`src/rtl/program_loader.sv`:
```
// program_loader
//   Front-end for the MIPS core. Assembles big-endian 32-bit words from a
//   UART byte stream, writes them into instruction memory, then releases
//   the core in continuous (RUN) or single-step (STEP) mode and reports
//   completion once the core raises halt_flag.
//
//   Optional feature: define LOADER_CHECKSUM_EN to require a trailing
//   XOR checksum byte after the halt word (CHECK state).
//
// Ports
//   clk, reset        clock, synchronous active-high reset
//   rx_data, rx_done  received byte and its single-cycle valid strobe
//   halt_flag         core has retired HALT (level)
//   cpu_reset         core reset, high while loading / idle / in error
//   cpu_enable        core advance gate (RUN, or one cycle per step)
//   debug_flag        high in step mode
//   wea_ram_inst      one-cycle instruction memory write strobe
//   in_addr_mem_inst  word index, zero-extended
//   in_ins_to_mem     assembled instruction word
//   word_count        words written by the last load (halt word included)
//   done, error       halted / protocol or overflow error
module program_loader #(
  parameter int          ADDR_W    = 8,
  parameter logic [31:0] HALT_WORD = 32'hFFFFFFFF
) (
  input  logic              clk,
  input  logic              reset,
  input  logic [7:0]        rx_data,
  input  logic              rx_done,
  input  logic              halt_flag,
  output logic              cpu_reset,
  output logic              cpu_enable,
  output logic              debug_flag,
  output logic              wea_ram_inst,
  output logic [31:0]       in_addr_mem_inst,
  output logic [31:0]       in_ins_to_mem,
  output logic [ADDR_W:0]   word_count,
  output logic              done,
  output logic              error
);

  typedef enum logic [3:0] {
    S_IDLE,
    S_LOAD,
`ifdef LOADER_CHECKSUM_EN
    S_CHECK,
`endif
    S_LOADED,
    S_RUN,
    S_STEP_WAIT,
    S_STEP_PULSE,
    S_DONE,
    S_ERROR
  } state_t;

  state_t              state_q, state_d;
  logic [1:0]          byte_cnt_q;
  logic [23:0]         shift_q;      // first three bytes of the word in flight
  logic [ADDR_W-1:0]   idx_q;
  logic [ADDR_W-1:0]   addr_q;
  logic [31:0]         data_q;
  logic [ADDR_W:0]     wcount_q;
  logic                wea_q;
  logic                cpu_reset_q, cpu_enable_q, debug_q, done_q, error_q;
`ifdef LOADER_CHECKSUM_EN
  logic [7:0]          xor_q;
`endif

  logic [31:0] word_next;
  logic        last_byte;
  logic        load_start;

  assign word_next  = {shift_q, rx_data};
  assign last_byte  = (state_q == S_LOAD) && rx_done && (byte_cnt_q == 2'd3);
  assign load_start = (state_d == S_LOAD) && (state_q != S_LOAD);

  // Next-state logic
  always_comb begin
    state_d = state_q;
    case (state_q)
      S_IDLE: begin
        if (rx_done) state_d = (rx_data == 8'h01) ? S_LOAD : S_ERROR;
      end
      S_LOADED, S_DONE: begin
        // halt_flag is deliberately not looked at in DONE
        if (rx_done) begin
          case (rx_data)
            8'h01:   state_d = S_LOAD;
            8'h02:   state_d = S_RUN;
            8'h03:   state_d = S_STEP_WAIT;
            default: state_d = S_ERROR;
          endcase
        end
      end
      S_LOAD: begin
        if (last_byte) begin
          if (word_next == HALT_WORD) begin
`ifdef LOADER_CHECKSUM_EN
            state_d = S_CHECK;
`else
            state_d = S_LOADED;
`endif
          end else if (idx_q == {ADDR_W{1'b1}}) begin
            state_d = S_ERROR;   // last slot used without a halt word
          end
        end
      end
`ifdef LOADER_CHECKSUM_EN
      S_CHECK: begin
        if (rx_done) state_d = (rx_data == xor_q) ? S_LOADED : S_ERROR;
      end
`endif
      S_RUN: begin
        if (halt_flag) state_d = S_DONE;
      end
      S_STEP_WAIT: begin
        // halt wins over a byte arriving in the same cycle
        if (halt_flag) state_d = S_DONE;
        else if (rx_done && rx_data == 8'h04) state_d = S_STEP_PULSE;
        else if (rx_done && rx_data == 8'h02) state_d = S_RUN;
      end
      S_STEP_PULSE: begin
        state_d = halt_flag ? S_DONE : S_STEP_WAIT;
      end
      S_ERROR: begin
        if (rx_done && rx_data == 8'h00) state_d = S_IDLE;
      end
      default: state_d = S_IDLE;
    endcase
  end

  // State, datapath and registered outputs. Outputs are decoded from
  // state_d so they change in the same cycle the state does.
  always_ff @(posedge clk) begin
    if (reset) begin
      state_q      <= S_IDLE;
      byte_cnt_q   <= 2'd0;
      shift_q      <= 24'd0;
      idx_q        <= '0;
      addr_q       <= '0;
      data_q       <= 32'd0;
      wcount_q     <= '0;
      wea_q        <= 1'b0;
      cpu_reset_q  <= 1'b1;
      cpu_enable_q <= 1'b0;
      debug_q      <= 1'b0;
      done_q       <= 1'b0;
      error_q      <= 1'b0;
`ifdef LOADER_CHECKSUM_EN
      xor_q        <= 8'd0;
`endif
    end else begin
      state_q <= state_d;
      wea_q   <= 1'b0;

      if (load_start) begin
        byte_cnt_q <= 2'd0;
        shift_q    <= 24'd0;
        idx_q      <= '0;
        wcount_q   <= '0;
`ifdef LOADER_CHECKSUM_EN
        xor_q      <= 8'd0;
`endif
      end else if (state_q == S_LOAD && rx_done) begin
        shift_q    <= {shift_q[15:0], rx_data};
        byte_cnt_q <= byte_cnt_q + 2'd1;
`ifdef LOADER_CHECKSUM_EN
        xor_q      <= xor_q ^ rx_data;
`endif
        if (byte_cnt_q == 2'd3) begin
          wea_q    <= 1'b1;
          addr_q   <= idx_q;
          data_q   <= word_next;
          idx_q    <= idx_q + 1'b1;
          wcount_q <= {1'b0, idx_q} + 1'b1;
        end
      end

      cpu_reset_q  <= (state_d == S_IDLE) || (state_d == S_LOAD) ||
`ifdef LOADER_CHECKSUM_EN
                      (state_d == S_CHECK) ||
`endif
                      (state_d == S_LOADED) || (state_d == S_ERROR);
      cpu_enable_q <= (state_d == S_RUN) || (state_d == S_STEP_PULSE);
      debug_q      <= (state_d == S_STEP_WAIT) || (state_d == S_STEP_PULSE);
      done_q       <= (state_d == S_DONE);
      error_q      <= (state_d == S_ERROR);
    end
  end

  assign cpu_reset        = cpu_reset_q;
  assign cpu_enable       = cpu_enable_q;
  assign debug_flag       = debug_q;
  assign wea_ram_inst     = wea_q;
  assign in_addr_mem_inst = {{(32-ADDR_W){1'b0}}, addr_q};
  assign in_ins_to_mem    = data_q;
  assign word_count       = wcount_q;
  assign done             = done_q;
  assign error            = error_q;

endmodule

```
`config.mk`:
```
export PLATFORM = sky130hd
export DESIGN_NAME = program_loader
export DESIGN_NICKNAME = d
export VERILOG_FILES = /design/src/rtl/program_loader.sv
export SDC_FILE = /design/constraint.sdc
export NUM_CORES = 1
export LEC_CHECK = 0
export BUFFER_PORTS_ARGS = -buffer_cell sky130_fd_sc_hd__buf_2
export CORE_ASPECT_RATIO = 1.25
export CORE_MARGIN = 8
export CORE_UTILIZATION = 48
export DETAILED_ROUTE_END_ITERATION = 7
export PLACE_DENSITY = 0.74
export SETUP_SLACK_MARGIN = 0.05
export SYNTH_ARGS = -nofsm -noshare
export SYNTH_HDL_FRONTEND = slang
export SYNTH_SLANG_ARGS = --single-unit
```
`constraint.sdc`:
```
create_clock -name clk -period 2 [get_ports clk]
set_input_delay 0.2 -clock clk [delete_from_list [all_inputs] [get_ports clk]]
set_output_delay 0.2 -clock clk [all_outputs]
set_load 0.05 [all_outputs]
```
Word level (Yosys, flattened, before mapping)
Index checks and enable logic that the tools add are counted.
{"block": "totals", "input_bits": 12, "out_inout_bits": 79, "regBits": 93, "elab_cells": 74}
{"block": "classes", "n_bitwise": 2, "n_addsub": 3, "mux": 15, "reduce_logical": 19, "n_eq_ne": 22}
{"operator": "$mux W4", "n": 10}
{"operator": "$eq A32 B32 Y1 const B", "n": 1}
{"operator": "$eq A4 B3 Y1 const B", "n": 8}
{"operator": "$pmux W4 S7", "n": 1}
{"operator": "$eq A4 B2 Y1 const B", "n": 4}
{"operator": "$eq A8 B2 Y1 const B", "n": 2}
{"operator": "$add A8 B1 Y9 const B", "n": 1}
{"operator": "$pmux W3 S3", "n": 1}
{"operator": "$add A8 B1 Y8 const B", "n": 1}
{"operator": "$eq A4 B1 Y1 const B", "n": 2}
{"operator": "$eq A8 B1 Y1 const B", "n": 1}
{"operator": "$eq A8 B3 Y1 const B", "n": 1}
{"operator": "$eq A8 B8 Y1 const B", "n": 1}
{"operator": "$logic_not A4 Y1", "n": 2}
{"operator": "$logic_not A8 Y1", "n": 1}
{"operator": "$logic_and A1 B1 Y1", "n": 6}
{"operator": "$logic_or A1 B1 Y1", "n": 5}
{"operator": "$ne A4 B1 Y1 const B", "n": 1}
{"operator": "$reduce_or A2 Y1", "n": 2}
{"operator": "$mux W3", "n": 1}
{"operator": "$reduce_and A3 Y1", "n": 1}
{"operator": "$reduce_or A3 Y1", "n": 1}
{"operator": "$add A2 B1 Y2 const B", "n": 1}
{"operator": "$eq A2 B2 Y1 const B", "n": 1}
{"operator": "4 further kinds", "n": 5}

Longest topological paths before layout
{"block": "logic_depth", "depth_word": 10, "depth_mapped": 9, "depth_no_buf": 7}

Worst setup path before layout
Ideal clock, no wire load.
{"block": "synth_timing", "path_type": "reg-to-reg", "from": "register idx_q[0]", "to": "register idx_q[5]", "setup_slack_ns": -0.254, "setup_time_ns": 0.116, "n_path_buf": 1, "stages_incl_launch_ff": 9, "arrival_ns": 2.138, "required_ns": 1.884, "period_less_slack_ns": 2.254, "cell_sequence": "dfxtp_1 -> ha_1 -> nand4b_1 -> nor4_1 -> a311oi_2 -> nand4_2 -> o31ai_4 -> buf_6 -> nor2_2"}
{"block": "synth_via", "elab_chain_len": 8, "word_cells_on_any_way": 9, "classes_between": "add/sub (1); eq/ne (2); mux (4); reduce/logical (2)"}
{"item": "start, declared", "line_no": "59", "text": "logic [ADDR_W-1:0] idx_q;"}
{"item": "start signal, assigned", "line_no": "174", "text": "idx_q <= idx_q + 1'b1;"}
{"item": "$eq A8 B8 Y1", "line_no": "103", "text": "end else if (idx_q == {ADDR_W{1'b1}}) begin"}
{"item": "$mux W4", "line_no": "103"}
{"item": "$mux W4", "line_no": "97", "text": "if (word_next == HALT_WORD) begin"}
{"item": "$mux W4", "line_no": "96", "text": "if (last_byte) begin"}
{"item": "$pmux W4 S7", "line_no": "80", "text": "case (state_q)"}
{"item": "$eq A4 B1 Y1", "line_no": "75", "text": "assign load_start = (state_d == S_LOAD) && (state_q != S_LOAD);"}
{"item": "$logic_and A1 B1 Y1", "line_no": "75"}
{"item": "$reduce_or A2 Y1 (no line)"}
Parallel ways exist; a longest one is shown, timed or not.
A chain may end at the register's enable or synchronous reset.

Worst setup path in the final report
{"block": "layout_timing", "from": "register state_q[1]", "to": "register shift_q[12]"}
{"block": "layout_via", "elab_chain_len": 8, "word_cells_on_any_way": 26, "classes_between": "eq/ne (9); mux (11); reduce/logical (6)"}
{"item": "start, declared", "line_no": "56", "text": "state_t state_q, state_d;"}
{"item": "start signal, assigned", "line_no": "153", "text": "state_q <= state_d;"}
{"item": "$eq A4 B1 Y1", "line_no": "74, 80, 164"}
{"item": "$logic_and A1 B1 Y1", "line_no": "74, 164"}
{"item": "$logic_and A1 B1 Y1", "line_no": "74", "text": "assign last_byte = (state_q == S_LOAD) && rx_done && (byte_cnt_q == 2'd3);"}
{"item": "$mux W4", "line_no": "96"}
{"item": "$pmux W4 S7", "line_no": "80"}
{"item": "$eq A4 B1 Y1", "line_no": "75"}
{"item": "$logic_and A1 B1 Y1", "line_no": "75"}
{"item": "$reduce_or A2 Y1 (no line)"}
{"item": "end signal, assigned", "line_no": "165", "text": "shift_q <= {shift_q[15:0], rx_data};"}
{"item": "end, declared", "line_no": "58", "text": "logic [23:0] shift_q;"}
Parallel ways exist; a longest one is shown, timed or not.

==> summary.md <==
| Metric | Value |
|---|---|
| ANT nets after route | `0` |
| Starting DRT DRC Count | `157` |
| Die footprint | `11000 µm²` |
| #FFs+latches synth | `85` |
| Achievable Freq | `493 MHz` |
| Filler instances | `669` |
| Routed via count | `3413` |
| Asr flop ratio synth | `0%` |
| Highest-delay cell along the critical path | `or3_4` |
| Pleak | `1.89 nW` |
| WHS Endpoint | `shift_q[1]` |
| Required time of the critical path | `2.26 ns` |
| Failing checks | `negative setup slack` |
| Power per cell area | `704 nW/µm²` |
| Final setup margin | `-0.0282 ns` |
| CTS Root Cell | `clkbuf_8` |
| Post-synth top area cell | `dfxtp_1` |
| Final Hold Vio Count | `0` |
| Die Ht | `115 µm` |
| First-pass GRT wire length | `15400 µm` |
| Die X | `95.3 µm` |
| Initial Utilization | `48.9%` |
| RSZ-0062 raised after global routing | `yes` |
| Setup CP Type | `flop to flop` |
| Worst-case clock skew | `0.0134 ns` |
| Most frequent cells in the layout | `nand2_1, dfxtp_1, buf_2, buf_4, a21oi_1` |
| Post-synth EDFFs | `0` |
| Total grt overflow | `0` |
| Slew Viols, Final | `0` |
| Initial antenna violation count | `0` |
| TNS Setup | `-0.317 ns` |
| Clk buf depth | `2` |
| CORE AREA | `7700 µm²` |
| Synth warnings | `0` |
| Crit-path most repeated cell | `a21oi_2` |
| Outcome | `complete, but fails checks` |
| Worst R2R Path Depth | `9` |
| Worst Hold Path Cells | `3` |
| Num ports | `91` |
| Final WL | `9830 µm` |
| Gpl congestion | `0.899` |
| Area fraction of the dominant cell type after synthesis | `45.1%` |
| Crit-path cells | `buf_4 -> nand2b_4 -> o211ai_1 -> a21oi_2 -> or3_4 -> o31ai_4 -> buf_12 -> buf_16 -> a21oi_2` |
| Reg2reg setup slack | `-0.03 ns` |
| P&R area growth vs syn | `26.9%` |
| Row count | `36` |
| Largest net degree at the start of global routing | `29` |
| H-tree depth | `3` |
| Hold_sp | `rx_data[1]` |
| Max FO, Critical Path | `13` |
| Largest stage delay on the critical path | `0.39 ns` |
| Top Family by Delay on Critical Path | `simple AND/OR/NAND/NOR gates` |
| Reg-to-Reg Start | `state_q[1]` |
| Layout Utilization | `62.1%` |
| Synth top area cells | `dfxtp_1, nand2_1, a21oi_1` |
| WL/cell | `15.1 µm` |
| Sequential area share after synthesis | `45.1%` |
| Gr usage total | `17.5%` |
| CTS tree | `done` |
| DRC viols | `0` |
| Critical Path AT | `2.29 ns` |
| Cell area after placement | `4350 µm²` |
| Post-route cell area | `4790 µm²` |
| Top FF cell, synth | `dfxtp_1` |
| FF-to-FF End | `shift_q[12]` |
| CP startpoint kind | `flop` |
| Vias in the first global route | `3287` |
| Minimum clock period | `2.03 ns` |
| Max-Cap Viols | `0` |
| Synth Instances | `452` |
| CP Capture Type | `flop` |
| Layout cells sized above 1 | `36.6%` |
| Sink Count | `85` |
| Port Buffers | `66` |
| Distinct cell type count after synthesis | `50` |
| Buf+Inv Stages, Crit Path | `3` |
| TritonCTS Buffers | `9` |
| Worst hold path class | `primary input to flop` |
| DP HPWL | `6940 µm` |
| Final count of negative-setup-slack endpoints | `21` |
| Insertion delay to the later sink of the worst-skew pair | `0.37 ns` |
| NumNets Final | `564` |
| Initial DRT Pass Iterations | `4` |
| Largest vdd supply drop | `415 µV` |
| Final period util | `101%` |
| Diodes inserted | `0` |
| Clock-pin slew on the worst setup and hold paths | `0.09 ns` |
| Synthesized area per cell | `8.34 µm²` |
| Mapped Area | `3770 µm²` |
| Total power | `0.00337 W` |
| Most common cell after layout, fill and taps aside | `nand2_1` |
| Drt via density | `5.25` |
| # hold bufs at CTS | `0` |
[power by group]
group	switching, W	leakage, nW	total [W]	internal [W]
sequential	0.0000161	0.693	0.00171	0.00170
clock	0.000640	0.103	0.00126	0.000619
combinational	0.000269	1.10	0.000393	0.000124
total	0.000926	1.89	0.00337	0.00244
[per-stage QoR]
step | hold slack, ns | cells | setup slack (ns)
after floorplan | 0.268 | 476 | 0.0571
after global placement | 0.441 | 624 | -0.115
after detailed placement | 0.444 | 624 | -0.201
after CTS | 0.188 | 644 | 0.0325
after global routing | 0.202 | 650 | -0.113
final | 0.192 | 650 | -0.0282
[how the worst max path moves through the flow]
stage	slack, ns	start	end	cells after the start
after CTS	0.03	state_q[2]	shift_q[15]	9
after detailed placement	-0.20	rx_data[3]	shift_q[15]	8
after global routing	-0.11	state_q[1]	shift_q[7]	9
after global placement	-0.12	rx_data[3]	shift_q[15]	8
final	-0.03	state_q[1]	shift_q[12]	9
after floorplan	0.06	rx_data[0]	idx_q[5]	7
[state kept, by name, summed over array words and instances (netlist names)]
signal,flops
in_ins_to_mem,32
shift_q,24
addr_q,8
idx_q,7
state_q,4
byte_cnt_q,2
word_count,2
cpu_enable,1
cpu_reset,1
debug_flag,1
done,1
error,1
wea_ram_inst,1
[synth_stat cells, types with 2 or more instances]
master	instances
nand4b_1	2
a21oi_2	21
clkbuf_1	16
nor3_2	2
nor4b_4	2
ha_1	2
nor4_1	5
dfxtp_1	85
o21ai_0	3
nand2b_1	4
mux2i_1	2
buf_6	3
nor3_1	6
nor2_2	9
xnor2_1	3
a21oi_1	50
buf_2	6
buf_1	4
buf_4	24
inv_1	5
nor2_1	12
xor2_1	4
nand4_1	11
nand3_1	28
and3_1	5
nand2_1	111
nor3b_1	3
a31oi_1	2
[what timing repair did]
item | 4_1_cts | 5_1_grt
gates resized for setup | 6 | 23
endpoints found under the hold margin | 0 | 0
gates cloned | 1 | 1
buffers inserted | 3 | 5
setup endpoints to repair | 37 | 39
pin swaps | 0 | 1
[worst register-to-register path: stages, from the launching register on]
cell and delay [ns]:
dfxtp_4 0.38, buf_4 0.17, nand2b_4 0.15, o211ai_1 0.12
a21oi_2 0.07, or3_4 0.39, o31ai_4 0.30, buf_12 0.17
buf_16 0.16, a21oi_2 0.04
[routing by layer]
layer / track usage [%] / wire length (µm) / vias to the layer above
li1: - / - / 1688
met1: 20.6 / 3990 / 1583
met2: 29.5 / 4920 / 126
met3: 4.51 / 733 / 16
met4: 6.47 / 190 / 0
met5: 0 / 0 / -
[layout make-up]
cell class	instances	area, µm²	area share, %
clock buffer	10	138	2.88
clock inverter	6	68.8	1.44
inverter	5	21.3	0.444
multi-input combinational	333	1940	40.5
sequential	85	1730	36.2
tap	95	119	2.48
timing repair buffer	116	768	16.1
[kinds of logic (layout without fill, tap and decap cells)]
group	after synthesis	in the layout	synth area share, %
AND/OR/NAND/NOR	209	209	27.4
AO/OA/AOI/OAI	88	88	15.5
flip-flops	85	85	45.1
buffers and inverters	58	137	8.96
XOR/XNOR	7	7	1.63
adder cells (fa/ha/maj)	2	2	0.664
multiplexers	2	2	0.531
other	1	25	0.0995
Power figures use the tool's default switching activity.
